[src/rtl/io_mux_matrix_pkg.sv]
// Shared definitions for the parametrised pad multiplexer.
package io_mux_matrix_pkg;

  // Width of the pin-index config address
  localparam int unsigned CFG_ADDR_W = 6;

  // Per-pin turnaround FSM states
  typedef enum logic {
    PIN_TURN   = 1'b0,
    PIN_ACTIVE = 1'b1
  } pin_state_e;

  // Bit width able to hold n-1, never narrower than one bit
  function automatic int unsigned width_min1(input int unsigned n);
    return (n > 1) ? $clog2(n) : 1;
  endfunction

endpackage

[src/rtl/io_mux_matrix_pin.sv]
// One pad: input synchroniser, target select, break-before-make turnaround FSM and muxes.
module io_mux_matrix_pin
  import io_mux_matrix_pkg::*;
#(
  parameter int unsigned FUNC_COUNT   = 4,
  parameter int unsigned SEL_WIDTH    = 2,
  parameter int unsigned SYNC_STAGES  = 2,
  parameter int unsigned TURNAROUND   = 4,
  parameter logic [SEL_WIDTH-1:0]  DEFAULT_SEL  = '0,
  parameter logic [FUNC_COUNT-1:0] FUNC_IDLE_IN = '0
) (
  input  logic                  clk,
  input  logic                  rst,
  input  logic                  i_we,
  input  logic [SEL_WIDTH-1:0]  i_wdata,
  output logic [SEL_WIDTH-1:0]  o_target,
  output logic                  o_switching,
  input  logic [FUNC_COUNT-1:0] i_func_out,
  input  logic [FUNC_COUNT-1:0] i_func_oe,
  output logic [FUNC_COUNT-1:0] o_func_in,
  input  logic                  i_io_in,
  output logic                  o_io_out,
  output logic                  o_io_oeb
);

  localparam int unsigned CNT_W = width_min1(TURNAROUND);
  localparam logic [CNT_W-1:0] CNT_INIT = CNT_W'(TURNAROUND - 1);

  pin_state_e             r_state;
  logic [SEL_WIDTH-1:0]   r_target;
  logic [CNT_W-1:0]       r_count;
  logic [SYNC_STAGES-1:0] r_sync;
  logic                   w_sync_q;

  // Pad input synchroniser, free-running in both FSM states
  always_ff @(posedge clk or negedge rst) begin
    if (!rst) begin
      r_sync <= '0;
    end else begin
      r_sync <= {r_sync[SYNC_STAGES-2:0], i_io_in};
    end
  end

  assign w_sync_q = r_sync[SYNC_STAGES-1];

  // Turnaround FSM: any write during TURN restarts the hi-Z window
  always_ff @(posedge clk or negedge rst) begin
    if (!rst) begin
      r_state  <= PIN_TURN;
      r_target <= DEFAULT_SEL;
      r_count  <= CNT_INIT;
    end else begin
      case (r_state)
        PIN_TURN: begin
          if (i_we) begin
            r_target <= i_wdata;
            r_count  <= CNT_INIT;
          end else if (r_count == '0) begin
            r_state <= PIN_ACTIVE;
          end else begin
            r_count <= r_count - CNT_W'(1);
          end
        end
        PIN_ACTIVE: begin
          if (i_we && (i_wdata != r_target)) begin
            r_target <= i_wdata;
            r_state  <= PIN_TURN;
            r_count  <= CNT_INIT;
          end
        end
        default: begin
          r_state <= PIN_TURN;
          r_count <= CNT_INIT;
        end
      endcase
    end
  end

  // Pad and function-input muxes; idle/hi-Z unless the pin is active
  always_comb begin
    o_io_out  = 1'b0;
    o_io_oeb  = 1'b1;
    o_func_in = FUNC_IDLE_IN;
    if (r_state == PIN_ACTIVE) begin
      o_io_out            = i_func_out[r_target];
      o_io_oeb            = ~i_func_oe[r_target];
      o_func_in[r_target] = w_sync_q;
    end
  end

  assign o_switching = (r_state == PIN_TURN);
  assign o_target    = r_target;

endmodule

[src/rtl/io_mux_matrix.sv]
// Pad multiplexer top: config address decode, readback mux and per-pin bus packing.
module io_mux_matrix
  import io_mux_matrix_pkg::*;
#(
  parameter int unsigned PIN_COUNT   = 38,
  parameter int unsigned FUNC_COUNT  = 4,
  parameter int unsigned SEL_WIDTH   = 2,
  parameter int unsigned SYNC_STAGES = 2,
  parameter int unsigned TURNAROUND  = 4,
  parameter logic [PIN_COUNT*SEL_WIDTH-1:0] DEFAULT_SEL  = '0,
  parameter logic [FUNC_COUNT-1:0]          FUNC_IDLE_IN = '0
) (
  input  logic                            clk,
  input  logic                            rst,
  input  logic                            cfg_we,
  input  logic [CFG_ADDR_W-1:0]           cfg_addr,
  input  logic [SEL_WIDTH-1:0]            cfg_wdata,
  output logic [SEL_WIDTH-1:0]            cfg_rdata,
  output logic [PIN_COUNT-1:0]            pin_switching,
  input  logic [PIN_COUNT*FUNC_COUNT-1:0] func_out,
  input  logic [PIN_COUNT*FUNC_COUNT-1:0] func_oe,
  output logic [PIN_COUNT*FUNC_COUNT-1:0] func_in,
  input  logic [PIN_COUNT-1:0]            io_in,
  output logic [PIN_COUNT-1:0]            io_out,
  output logic [PIN_COUNT-1:0]            io_oeb
);

  logic                 w_addr_ok;
  logic [SEL_WIDTH-1:0] w_wsel;
  logic [SEL_WIDTH-1:0] w_target [PIN_COUNT];

  // Out-of-range pins are ignored; out-of-range functions fall back to GPIO
  assign w_addr_ok = (32'(cfg_addr) < PIN_COUNT);
  assign w_wsel    = (32'(cfg_wdata) < FUNC_COUNT) ? cfg_wdata : '0;

  // Per-pin instances with their slices of the packed function buses
  for (genvar p = 0; p < PIN_COUNT; p++) begin : g_pin
    logic w_we;

    assign w_we = cfg_we && w_addr_ok && (cfg_addr == CFG_ADDR_W'(p));

    io_mux_matrix_pin #(
      .FUNC_COUNT   (FUNC_COUNT),
      .SEL_WIDTH    (SEL_WIDTH),
      .SYNC_STAGES  (SYNC_STAGES),
      .TURNAROUND   (TURNAROUND),
      .DEFAULT_SEL  (DEFAULT_SEL[p*SEL_WIDTH +: SEL_WIDTH]),
      .FUNC_IDLE_IN (FUNC_IDLE_IN)
    ) u_pin (
      .clk         (clk),
      .rst         (rst),
      .i_we        (w_we),
      .i_wdata     (w_wsel),
      .o_target    (w_target[p]),
      .o_switching (pin_switching[p]),
      .i_func_out  (func_out[p*FUNC_COUNT +: FUNC_COUNT]),
      .i_func_oe   (func_oe[p*FUNC_COUNT +: FUNC_COUNT]),
      .o_func_in   (func_in[p*FUNC_COUNT +: FUNC_COUNT]),
      .i_io_in     (io_in[p]),
      .o_io_out    (io_out[p]),
      .o_io_oeb    (io_oeb[p])
    );
  end

  // Combinational readback of the addressed pin's target select
  always_comb begin
    cfg_rdata = '0;
    for (int unsigned p = 0; p < PIN_COUNT; p++) begin
      if (w_addr_ok && (cfg_addr == CFG_ADDR_W'(p))) begin
        cfg_rdata = w_target[p];
      end
    end
  end

endmodule
[config.mk]
export PLATFORM = sky130hd
export DESIGN_NAME = io_mux_matrix
export DESIGN_NICKNAME = d
export VERILOG_FILES = /design/src/rtl/io_mux_matrix_pkg.sv /design/src/rtl/io_mux_matrix_pin.sv /design/src/rtl/io_mux_matrix.sv
export SDC_FILE = /design/constraint.sdc
export NUM_CORES = 1
export LEC_CHECK = 0
export ABC_CLOCK_PERIOD_IN_PS = 2300
export BUFFER_PORTS_ARGS = -buffer_cell sky130_fd_sc_hd__buf_2
export CORE_AREA = 3 3 240 242
export CTS_CLUSTER_DIAMETER = 150
export CTS_CLUSTER_SIZE = 8
export DETAILED_ROUTE_END_ITERATION = 6
export DIE_AREA = 0 0 243 245
export PLACE_DENSITY = 0.55
export SKIP_CTS_REPAIR_TIMING = 1
export SLEW_MARGIN = 40
export SYNTH_ARGS = -nofsm -noshare
export SYNTH_HDL_FRONTEND = slang
export SYNTH_SLANG_ARGS = --single-unit
[constraint.sdc]
create_clock -name clk -period 2.3 [get_ports clk]
set_input_delay 0.115 -clock clk [delete_from_list [all_inputs] [get_ports clk]]
set_output_delay 0.115 -clock clk [all_outputs]
set_load 0.01 [all_outputs]
; After elaboration in Yosys (flattened, before gate mapping)
; Cells that the tools add are included.
[op_classes]
n_addsub = 38
order_cmp = 77
n_eq_ne = 189
muxes = 798
bitwise = 114
n_reduce_logical = 268
[ops]
columns = operator, count
row1 = 2-bit two-way mux, 228
row2 = 1-bit two-way mux, 304
row3 = 2-bit one-hot mux with 2 select lines, 76
row4 = 1-bit logical AND, 153
row5 = 4-bit bitwise AND, 38
row6 = 1-bit binary-select mux with 2-bit select, 76
row7 = 4-bit two-way mux, 38
row8 = 2-bit AND reduction, 76
row9 = "2-bit by 3-bit < comparator with 1-bit output, second input constant", 38
row10 = "3-bit by 2-bit inequality test with 1-bit output, second input constant", 38
row11 = "6-bit by 5-bit equality test with 1-bit output, second input constant", 16
row12 = 1-bit demux with 2-bit select, 38
row13 = "2-bit by 1-bit >= comparator with 1-bit output, second input constant", 38
row14 = 2-bit logical NOT, 38
row15 = "2-bit by 1-bit inequality test with 1-bit output, second input constant", 38
row16 = 2-bit inequality test, 38
row17 = "2-bit inequality test, second input constant", 38
row18 = 1-bit inverter, 76
row19 = 1-bit one-hot mux with 2 select lines, 38
row20 = "2-bit by 1-bit subtractor with 2-bit output, second input constant", 38
row21 = "6-bit by 4-bit equality test with 1-bit output, second input constant", 8
row22 = "6-bit equality test, second input constant", 6
row23 = "6-bit by 3-bit equality test with 1-bit output, second input constant", 4
row24 = "6-bit by 2-bit equality test with 1-bit output, second input constant", 2
row25 = 3 further kinds, 3
[totals]
ff_bits = 266

; Longest topological paths before layout
; Gate-level depths: netlist of the first run.
[logic_depth]
depth_word = 40
ltp_mapped = 9
ltp_nobuf = 7

; Cells and area by module
; A second synthesis of the first run with hierarchy kept.
[unflattened]
cells_unflattened = 1537
area_unflattened_um2 = 16138.0
[by_module_without_submodules]
columns = module, n_inst, cells_per_inst, area_each_um2
row1 = io_mux_matrix_pin (g_pin[10].u_pin ...), 33, 34, 386.6
row2 = io_mux_matrix, 1, 236, 1408.9
row3 = io_mux_matrix_pin (g_pin[34].u_pin ...), 3, 36, 399.1
row4 = io_mux_matrix_pin (g_pin[37].u_pin), 1, 38, 391.6
row5 = io_mux_matrix_pin (g_pin[0].u_pin), 1, 33, 381.6

; Least setup slack after synthesis of the first run
; Ideal clock, no wire load.
[synth_path]
path_kind = input to output
startpoint = input port cfg_addr[3]
endpoint = output port cfg_rdata[0]
arrival_ps = 1923
required_ps = 2185
slack_ps = 262
cell_stages = 8
path_buffers = 2
path_cell_list = buf_6 -> or4b_1 -> buf_2 -> o32ai_4 -> a2111oi_0 -> o31ai_2 -> a221oi_1 -> o31ai_1
[synth_between]
elab_chain_cells = 40
[synth_lines]
columns = item, line
row1 = start: declaration, io_mux_matrix.sv:16  ; input logic [CFG_ADDR_W-1:0] cfg_addr,
row2 = 6-bit < comparator / 6-bit logical NOT (equally long branches), "io_mux_matrix.sv:33, io_mux_matrix.sv:69"
row3 = 1-bit logical AND, io_mux_matrix.sv:69  ; if (w_addr_ok && (cfg_addr == CFG_ADDR_W'(p))) begin
row4 = 2-bit two-way mux (37 in a row), io_mux_matrix.sv:69
row5 = 2-bit two-way mux *, io_mux_matrix.sv:69
row6 = end: declaration, io_mux_matrix.sv:18  ; output logic [SEL_WIDTH-1:0] cfg_rdata,
; Mark *: on every way between the ends. The rest lies on a longest branch, timed or not.

; Final worst setup path of the first run
[layout_path]
startpoint = register g_pin[3].u_pin.r_target[0]
endpoint = output port cfg_rdata[0]
[layout_between]
elab_chain_cells = 35
[layout_lines]
columns = item, line
row1 = start: declaration, io_mux_matrix_pin.sv:30  ; logic [SEL_WIDTH-1:0] r_target;
row2 = start signal: assignment, io_mux_matrix_pin.sv:56  ; r_target <= i_wdata;
row3 = start signal: assignment, io_mux_matrix_pin.sv:66  ; r_target <= i_wdata;
row4 = 2-bit two-way mux (35 in a row), io_mux_matrix.sv:69
; No other way between the ends.

==> impl_metrics.toml, run 1 <==
[layout]
syn_to_final_growth_pct = 32.6
design_area_mm2 = 0.0220
finalNonFillerCells = 3080
drive_gt1_frac = 0.447
fin_nets = 2694

[worst_hold_path]
hold_path.class = "input port to register"

[floorplanning]
die_w_um = 243
fp.dieH_um = 245
start_util = 0.300
dieArea_mm2 = 0.0595
core_area_mm2 = 0.0553
pin_count = 621
rows = 86

[yosys]
syn_area_mm2 = 0.0166
synth_adder_area_share = 0.0286
synth-async-reset-ratio = 1.00
syn_avg_cell_area_um2 = 9.71
yosysWarnings = 0
synth-compound-area-share = 0.0847
yosysUniqueCellTypes = 66
synth_top_family_by_area = "multiplexers"
syn-instance-count = 1710
synthMuxAreaShare = 0.165
synth-simple-area-share = 0.156
synth-main-ff-cell = "dfrtp_1"
ys_ff_latch = 266
synth_nets = 2101
yosysSeqAreaShare = 0.407
synth-xor-area-share = 0.0401
synth_edf_count = 0

[worst_setup_path]
slowest_stage = "mux4_2"
cp_max_fo = 2
worstSetupStartpointType = "register"
cp_common_cell = "a221oi_2"
endpoint_kind = "output pin"
required_ns = 2.18
max_stage_delay_ns = 0.51
cp_cell_sequence = "mux4_2, a221oi_2, o31ai_2, a221oi_2, o31ai_1, buf_4, buf_6"
worst-setup-path-type = "register to output pin"
cp.arrival_ns = 2.58

[sta]
slew_viol_final = 0
clock_skew_ns = 0.0213
hold-worst-slack_ns = 0.0652
period_share = 1.17
finalCriticalPeriod_ns = 2.69
setup_ws_ns = -0.395
worst_pin_slew_ns = 0.680
setup_viol = 2
rsz0062_at_grt = "yes"
slew_headroom = 0.547
fin_tns_setup_ns = -0.492
max_freq_mhz = 371
hold_viol_final = 0

[pwr]
total_power_w = 0.0154
switching_share = 0.306
ir_drop_v = 0.000433
power_frac_seq = 0.385
p_clk_frac = 0.347
internal_power_w = 0.0107
netSwitchingPower_w = 0.00470
power_density_mw_per_mm2 = 699
p_leak_nw = 10.6
comb_power_share = 0.268

[status]
violations = "setup timing"
status = "finished with violations"

[flow_run]
maxCapViolCount = 0

[clock_network]
clk_pin_slew_ns = 0.05
cts_tree = "yes"
htree_levels = 2
cts_root_buf = "clkbuf_16"
cts.sinks = 266
cts_made_buffers = 39
clk_latency_ns = 0.55
clk_path_buf_depth = 3

[global_routing]
grt_pass1_wl_um = 89900
grt_usage = 0.193
grt_max_degree = 79
grt_pass1_vias = 15500
antenna_found_initial = 4
grt_remaining_overflow = 0

[routing]
wl_per_cell_um = 19.3
vias_per_cell = 4.83
drc = 0
dr_total_vias = 14900
firstDrtPassIters = 5
wl_um = 59500
ant_nets = 0
drt_iter0_drc = 576

[placement]
dp.cells = 2969
port_buffers = 620
hpwl_um = 47600
postPlaceCellArea_mm2 = 0.0205
place_congestion = 0.949
-- placed cells by master (no fill, tap or decap), types with 4 or more instances in the layout --
cell type	n
buf_4	125
a211oi_1	13
a32oi_1	13
nand2_1	164
xor2_1	6
dlygate4sd3_1	39
and4_1	15
and2_1	39
clkbuf_1	26
a31oi_1	9
dfrtp_1	189
clkbuf_16	39
xnor2_1	70
nor4_1	12
buf_2	615
buf_12	11
mux4_2	82
mux2_2	60
a21oi_1	112
nor3_1	81
mux2i_1	21
dfstp_2	76
nand2b_1	5
inv_1	159
a22oi_1	12
o22ai_1	6
nor4b_1	11
nand3_1	41
o21ai_0	24
nor2_1	149
ha_1	38
nor3b_1	4
-- layer usage --
layer | GRT usage | vias to the layer above | share of wire
met1 | 0.233 | 7337 | 0.41
met3 | 0.0366 | 100 | 0.056
li1 | - | 6941 | -
met4 | 0.0659 | 4 | 0.025
met2 | 0.347 | 491 | 0.51
met5 | 0 | - | 0.00057
-- cell families (layout without fill, tap and decap cells) --
logic type                 after synthesis  count (layout)
and+or+nand+nor                        543             543
buffers and inverters                  401            1022
DFF                                    266             266
AOI/OAI and AO/OA                      222             222
muxes                                  164             164
xor gates and xnor gates                76              76
adders and majority gates               38              38
other                                    0               1
-- synth_stat cells (12+ instances only) --
| library cell | instances | area (um2) |
|---|---|---|
| dfrtp_1 | 190 | 4750 |
| nand2_1 | 164 | 616 |
| inv_1 | 159 | 597 |
| nor2_1 | 149 | 559 |
| buf_4 | 114 | 856 |
| a21oi_1 | 113 | 566 |
| clkbuf_1 | 100 | 375 |
| mux4_2 | 82 | 1850 |
| nor3_1 | 81 | 405 |
| dfstp_2 | 76 | 2000 |
| xnor2_1 | 70 | 613 |
| mux2_2 | 60 | 676 |
| nand3_1 | 41 | 205 |
| and2_1 | 39 | 244 |
| ha_1 | 38 | 475 |
| o21ai_0 | 24 | 120 |
| mux2i_1 | 22 | 220 |
| buf_2 | 18 | 90.1 |
| a211oi_1 | 15 | 113 |
| and4_1 | 15 | 131 |
| a32oi_1 | 14 | 123 |
| a22oi_1 | 13 | 97.6 |
| nor4_1 | 12 | 75.1 |
| nor4b_1 | 12 | 105 |
-- state kept, by name (all words and copies together) (netlist names) --
register,count
g_pin.u_pin.o_target,76
g_pin.u_pin.r_count,76
g_pin.u_pin.r_state,38
g_pin.u_pin.r_sync,76
-- critical path: cells and delay by family, from the launching register on --
kind | cells | cell delay, ns
flops | 1 | 0.38
mux | 1 | 0.51
compound gates | 4 | 0.85
buf+inv | 2 | 0.29
-- path summary, 6_finish.rpt --
path / start / to / slack [ns] / cells after the start
max: g_pin[3].u_pin.o_target[0] / cfg_rdata[0] / -0.39 / 7
min: cfg_wdata[0] / g_pin[34].u_pin.o_target[0] / 0.07 / 3
max reg2reg: g_pin[33].u_pin.o_target[0] / g_pin[33].u_pin.r_count[1] / 0.76 / 6
min reg2reg: g_pin[4].u_pin.r_sync[0] / g_pin[4].u_pin.r_sync[1] / 0.34 / 0
max in group asynchronous: rst / g_pin[20].u_pin.r_count[0] / 1.34 / 3
min in group asynchronous: rst / g_pin[5].u_pin.o_target[1] / 0.18 / 2
-- cell type report --
type,count,area (um2)
fill,5538,33300
antenna,1,2.50
inverter,160,601
timing repair buffer,793,4660
clock buffer,65,1070
tap,748,936
clock inverter,4,35.0
sequential,266,6750
multi-input combinational,1043,7950
-- stage by stage --
stage | utilization | worst slack [ns]
2_1_floorplan | - | 0.262
6_report | 0.398 | -0.395
4_1_cts | 0.390 | -0.690
5_1_grt | 0.398 | -0.537
3_3_place_gp | 0.370 | -0.211
3_5_place_dp | 0.370 | -0.234
-- power by group through the flow --
stage | Combinational [W] | Sequential (W) | Clock [W]
after floorplan | 0.00292 | 0.00572 | 0
after global placement | 0.00390 | 0.00598 | 0
after detailed placement | 0.00409 | 0.00600 | 0
after CTS | 0.00411 | 0.00593 | 0.00556
after global routing | 0.00458 | 0.00600 | 0.00577
final | 0.00412 | 0.00592 | 0.00534
Power figures use the tool's default switching activity.
==> inputs of run 2 (changes only) <==
--- a/config.mk
+++ b/config.mk
@@ -7,13 +7,14 @@
 export LEC_CHECK = 0
 export ABC_CLOCK_PERIOD_IN_PS = 2300
 export BUFFER_PORTS_ARGS = -buffer_cell sky130_fd_sc_hd__buf_2
-export CORE_AREA = 3 3 240 242
+export CORE_AREA = 5 5 235 237
 export CTS_CLUSTER_DIAMETER = 150
 export CTS_CLUSTER_SIZE = 8
 export DETAILED_ROUTE_END_ITERATION = 6
-export DIE_AREA = 0 0 243 245
-export PLACE_DENSITY = 0.55
+export DIE_AREA = 0 0 240 242
+export PLACE_DENSITY = 0.57
 export SKIP_CTS_REPAIR_TIMING = 1
+export SKIP_LAST_GASP = 1
 export SLEW_MARGIN = 40
 export SYNTH_ARGS = -nofsm -noshare
 export SYNTH_HDL_FRONTEND = slang
==> impl_metrics.toml, run 2 (same netlist as run 1, synthesis figures left out) <==
[routing]
firstDrtPassIters = 5
vias_per_cell = 4.91
drc = 0
drt_iter0_drc = 866
wl_um = 59500
ant_nets = 0
dr_total_vias = 14800
wl_per_cell_um = 19.7

[layout]
final_common_cell = "buf_2"
fill_cells = 5229
finalNonFillerCells = 3019
drive_gt1_frac = 0.443
syn_to_final_growth_pct = 31.8
most-common-layout-cells = "buf_2, dfrtp_1, nand2_1"
fin_nets = 2679

[floorplanning]
die_w_um = 240
start_util = 0.313
pin_count = 621
rows = 85
fp.dieH_um = 242
dieArea_mm2 = 0.0581
core_area_mm2 = 0.0531

[sta]
finalCriticalPeriod_ns = 2.67
hold_viol_final = 0
setup_ws_ns = -0.366
slew_headroom = 0.522
rsz0062_at_grt = "yes"
setup_viol = 2
clock_skew_ns = 0.0169
period_share = 1.16
slew_viol_final = 0
hold-worst-slack_ns = 0.0684
max_freq_mhz = 375
worst_pin_slew_ns = 0.717

[pwr]
power_density_mw_per_mm2 = 705
ir_drop_v = 0.000425
p_leak_nw = 10.6

[clock_network]
htree_levels = 2
clk_path_buf_depth = 3
cts_tree = "yes"
cts_made_buffers = 39
cts.sinks = 266
clk_latency_ns = 0.54
cts_root_buf = "clkbuf_16"
clk_pin_slew_ns = 0.05

[global_routing]
grt_usage = 0.197
gr-usage-met1 = 0.242
use_met3 = 0.0378
antenna_found_initial = 6
grt_max_degree = 84
grt_pass1_vias = 15500
grt-busiest-layer = "met2"
grt_remaining_overflow = 0
met2_usage = 0.341
grt_pass1_wl_um = 90000

[worst_setup_path]
endpoint_kind = "output pin"
r2r_slack_ns = 0.83
timing.rr.start = "g_pin[33].u_pin.o_target[0]"
cp_max_fo = 2
worstSetupStartpointType = "register"
cp.arrival_ns = 2.55
regToRegEndpoint = "g_pin[33].u_pin.r_count[1]"
worst-setup-path-type = "register to output pin"
reg2reg_depth = 5
required_ns = 2.18

[worst_hold_path]
min_to = "g_pin[33].u_pin.o_target[0]"
min_path_cells = 3
hold_start = "cfg_we"
hold_path.class = "input port to register"

[placement]
port_buffers = 620
post-place-ws_ns = -0.186
dp.cells = 2904
place_congestion = 0.901
hpwl_um = 48000

[status]
violations = "setup timing"
status = "finished with violations"

[flow_run]
maxCapViolCount = 0
-- run 2: cell count changes in the layout (fill, tap and decap cells not counted), sizes merged --
cell / before / now
clkbuf: 65 / 70
diode: 1 / 5
buf: 754 / 739
inv: 162 / 159
-- run 2: worst max path at each step --
stage | startpoint | to | cells after the start | slack (ns)
after detailed placement | cfg_addr[1] | g_pin[0].u_pin.r_count[1] | 10 | -0.19
after floorplan | cfg_addr[3] | cfg_rdata[0] | 8 | 0.26
final | g_pin[12].u_pin.o_target[0] | cfg_rdata[0] | 8 | -0.37
after global routing | g_pin[1].u_pin.o_target[0] | cfg_rdata[0] | 7 | -0.48
after global placement | cfg_addr[2] | cfg_rdata[0] | 10 | -0.12
after CTS | g_pin[3].u_pin.o_target[0] | cfg_rdata[0] | 7 | -0.59
-- run 2: worst max-delay path: stages (launching register included) --
cell	delay [ns]
dfrtp_1	0.40
mux4_2	0.51
nand2_1	0.10
o311a_1	0.17
o31ai_2	0.07
a221oi_2	0.35
o31ai_1	0.12
buf_4	0.17
buf_6	0.12
-- run 2: per-layer routing --
layer / up-vias / wire, um
met1: 7290 / 24000
met5: - / 0
met3: 113 / 3620
met4: 0 / 2110
li1: 6926 / -
met2: 498 / 29800
-- run 2: per-stage QoR --
step                cell area (um2)  total power (W)  setup TNS [ns]   util
global route                  21900           0.0164          -0.749  0.412
global placement              20300          0.00985           -2.14  0.382
finish                        21900           0.0154          -0.477  0.412
CTS                           21400           0.0156          -0.940  0.404
floorplan                     16600          0.00864               0      -
detailed placement            20300           0.0100           -5.83  0.382
-- run 2: report_power, final --
part	internal (W)	switching, W
sequential	0.00550	0.000432
combinational	0.00198	0.00207
clock	0.00331	0.00213
total	0.0108	0.00463
-- run 2: layout make-up --
class,instances,area [um2],share of cell area
Multi-Input combinational cell,1043,7960,0.364
Sequential cell,266,6760,0.309
Timing Repair Buffer,778,4540,0.207
Clock buffer,70,1130,0.0519
Tap cell,696,871,0.0398
Inverter,160,601,0.0275
Antenna cell,5,12.5,0.000572
Clock inverter,1,8.76,0.000400
==> inputs of run 3 (changes only) <==
--- a/config.mk
+++ b/config.mk
@@ -6,13 +6,14 @@
 export NUM_CORES = 1
 export LEC_CHECK = 0
 export ABC_CLOCK_PERIOD_IN_PS = 2300
-export BUFFER_PORTS_ARGS = -buffer_cell sky130_fd_sc_hd__buf_2
-export CORE_AREA = 5 5 235 237
+export CORE_AREA = 5 5 240 242
+export CTS_BUF_LIST = sky130_fd_sc_hd__clkbuf_16
 export CTS_CLUSTER_DIAMETER = 150
 export CTS_CLUSTER_SIZE = 8
 export DETAILED_ROUTE_END_ITERATION = 6
-export DIE_AREA = 0 0 240 242
-export PLACE_DENSITY = 0.57
+export DIE_AREA = 0 0 245 247
+export DONT_BUFFER_PORTS = 1
+export PLACE_DENSITY = 0.46
 export SKIP_CTS_REPAIR_TIMING = 1
 export SKIP_LAST_GASP = 1
 export SLEW_MARGIN = 40
==> impl_metrics.toml, run 3 (same netlist as run 1, synthesis figures left out) <==
[pwr]
p_leak_nw = 7.83
netSwitchingPower_w = 0.00434
p_clk_frac = 0.371
power_frac_seq = 0.408
ir_drop_v = 0.000418
power_density_mw_per_mm2 = 784
switching_share = 0.300
internal_power_w = 0.0101
comb_power_share = 0.221

[layout]
fill_cells = 5599
fin_nets = 2034
drive_gt1_frac = 0.225
final_common_cell = "dfrtp_1"
syn_to_final_growth_pct = 11.3
most-common-layout-cells = "dfrtp_1, inv_1, nand2_1"

[worst_setup_path]
cp_max_fo = 2
r2r_slack_ns = 0.80
endpoint_kind = "output pin"
required_ns = 2.18
worstSetupStartpointType = "register"
cp.arrival_ns = 2.62
worst-setup-path-type = "register to output pin"

[global_routing]
grt_pass1_vias = 12600
antenna_found_initial = 4
grt_max_degree = 267
grt_remaining_overflow = 0
grt_pass1_wl_um = 81100
grt_usage = 0.174

[floorplanning]
fp.dieH_um = 247
die_w_um = 245
core_area_mm2 = 0.0549
pin_count = 621
start_util = 0.303
rows = 86
dieArea_mm2 = 0.0605

[status]
status = "finished with violations"
violations = "hold timing, setup timing"

[sta]
hold_viol_final = 270
period_share = 1.19
slew_headroom = 0.515
fin_tns_setup_ns = -0.545
clock_skew_ns = 0.0138
hold-worst-slack_ns = -0.736
setup_ws_ns = -0.439
worst_pin_slew_ns = 0.725
finalCriticalPeriod_ns = 2.74
rsz0062_at_grt = "yes"
slew_viol_final = 0
setup_viol = 2
max_freq_mhz = 365

[routing]
firstDrtPassIters = 7
ant_nets = 0
wl_um = 56500
vias_per_cell = 5.22
drc = 0
dr_total_vias = 12400
wl_per_cell_um = 23.7
drt_iter0_drc = 699

[placement]
place_congestion = 0.819
post-place-ws_ns = -0.299
hpwl_um = 41900
port_buffers = 0

[clock_network]
clk_path_buf_depth = 3
clk_pin_slew_ns = 0.06
cts_made_buffers = 39
cts_tree = "yes"
clk_latency_ns = 0.55
cts_root_buf = "clkbuf_16"
cts.sinks = 266
htree_levels = 2

[worst_hold_path]
hold_path.class = "input port to asynchronous set/reset pin"

[flow_run]
maxCapViolCount = 0
-- run 3: power groups by stage --
stage                     sequential (W)  clock [W]  combinational (W)
after detailed placement         0.00600          0            0.00309
after CTS                        0.00592    0.00564            0.00310
after floorplan                  0.00572          0            0.00292
after global routing             0.00599    0.00583            0.00357
after global placement           0.00597          0            0.00298
final                            0.00591    0.00538            0.00320
-- run 3: final cells by class --
class	count	area, um2	area share
clock inverters	28	110	0.00596
flip-flops and latches	266	6760	0.365
diodes	4	10.0	0.000541
well taps	704	881	0.0477
repair buffers	133	1150	0.0623
multi-input cells	1043	7950	0.430
inverters	160	601	0.0325
clock buffers	41	1030	0.0555
-- run 3: path summary, 6_finish.rpt --
path | from | cells past startpoint | endpoint
max | g_pin[1].u_pin.o_target[0] | 7 | cfg_rdata[0]
min | rst | 0 | g_pin[3].u_pin.r_sync[1]
max reg2reg | g_pin[33].u_pin.o_target[0] | 5 | g_pin[33].u_pin.r_count[1]
min reg2reg | g_pin[20].u_pin.r_sync[0] | 0 | g_pin[20].u_pin.r_sync[1]
max in group asynchronous | rst | 0 | g_pin[18].u_pin.r_count[0]
min in group clk | cfg_wdata[0] | 3 | g_pin[17].u_pin.o_target[0]
-- run 3: per-layer routing --
layer	vias to the layer above	GRT usage	wire, um
met5	-	0	23
met4	4	0.0426	1030
met1	6270	0.212	22900
met3	68	0.0400	3310
met2	446	0.314	29200
li1	5642	-	-
-- run 3: critical path, cell delays in order (launching register included) --
cell,delay (ns)
dfrtp_1,0.39
mux4_2,0.52
a221oi_2,0.31
o31ai_2,0.12
a221oi_2,0.30
buf_4,0.20
o31ai_4,0.07
buf_6,0.15
-- run 3: metrics by stage --
step	hold slack, ns	cells	util	cell area (um2)	power, W
finish	-0.736	2379	0.337	18500	0.0145
global route	-0.771	2377	0.337	18500	0.0154
CTS	-0.766	2328	0.327	17900	0.0147
detailed placement	-0.166	2259	0.306	16800	0.00909
global placement	-0.169	2259	0.306	16800	0.00895
floorplan	-0.181	1710	-	16600	0.00864
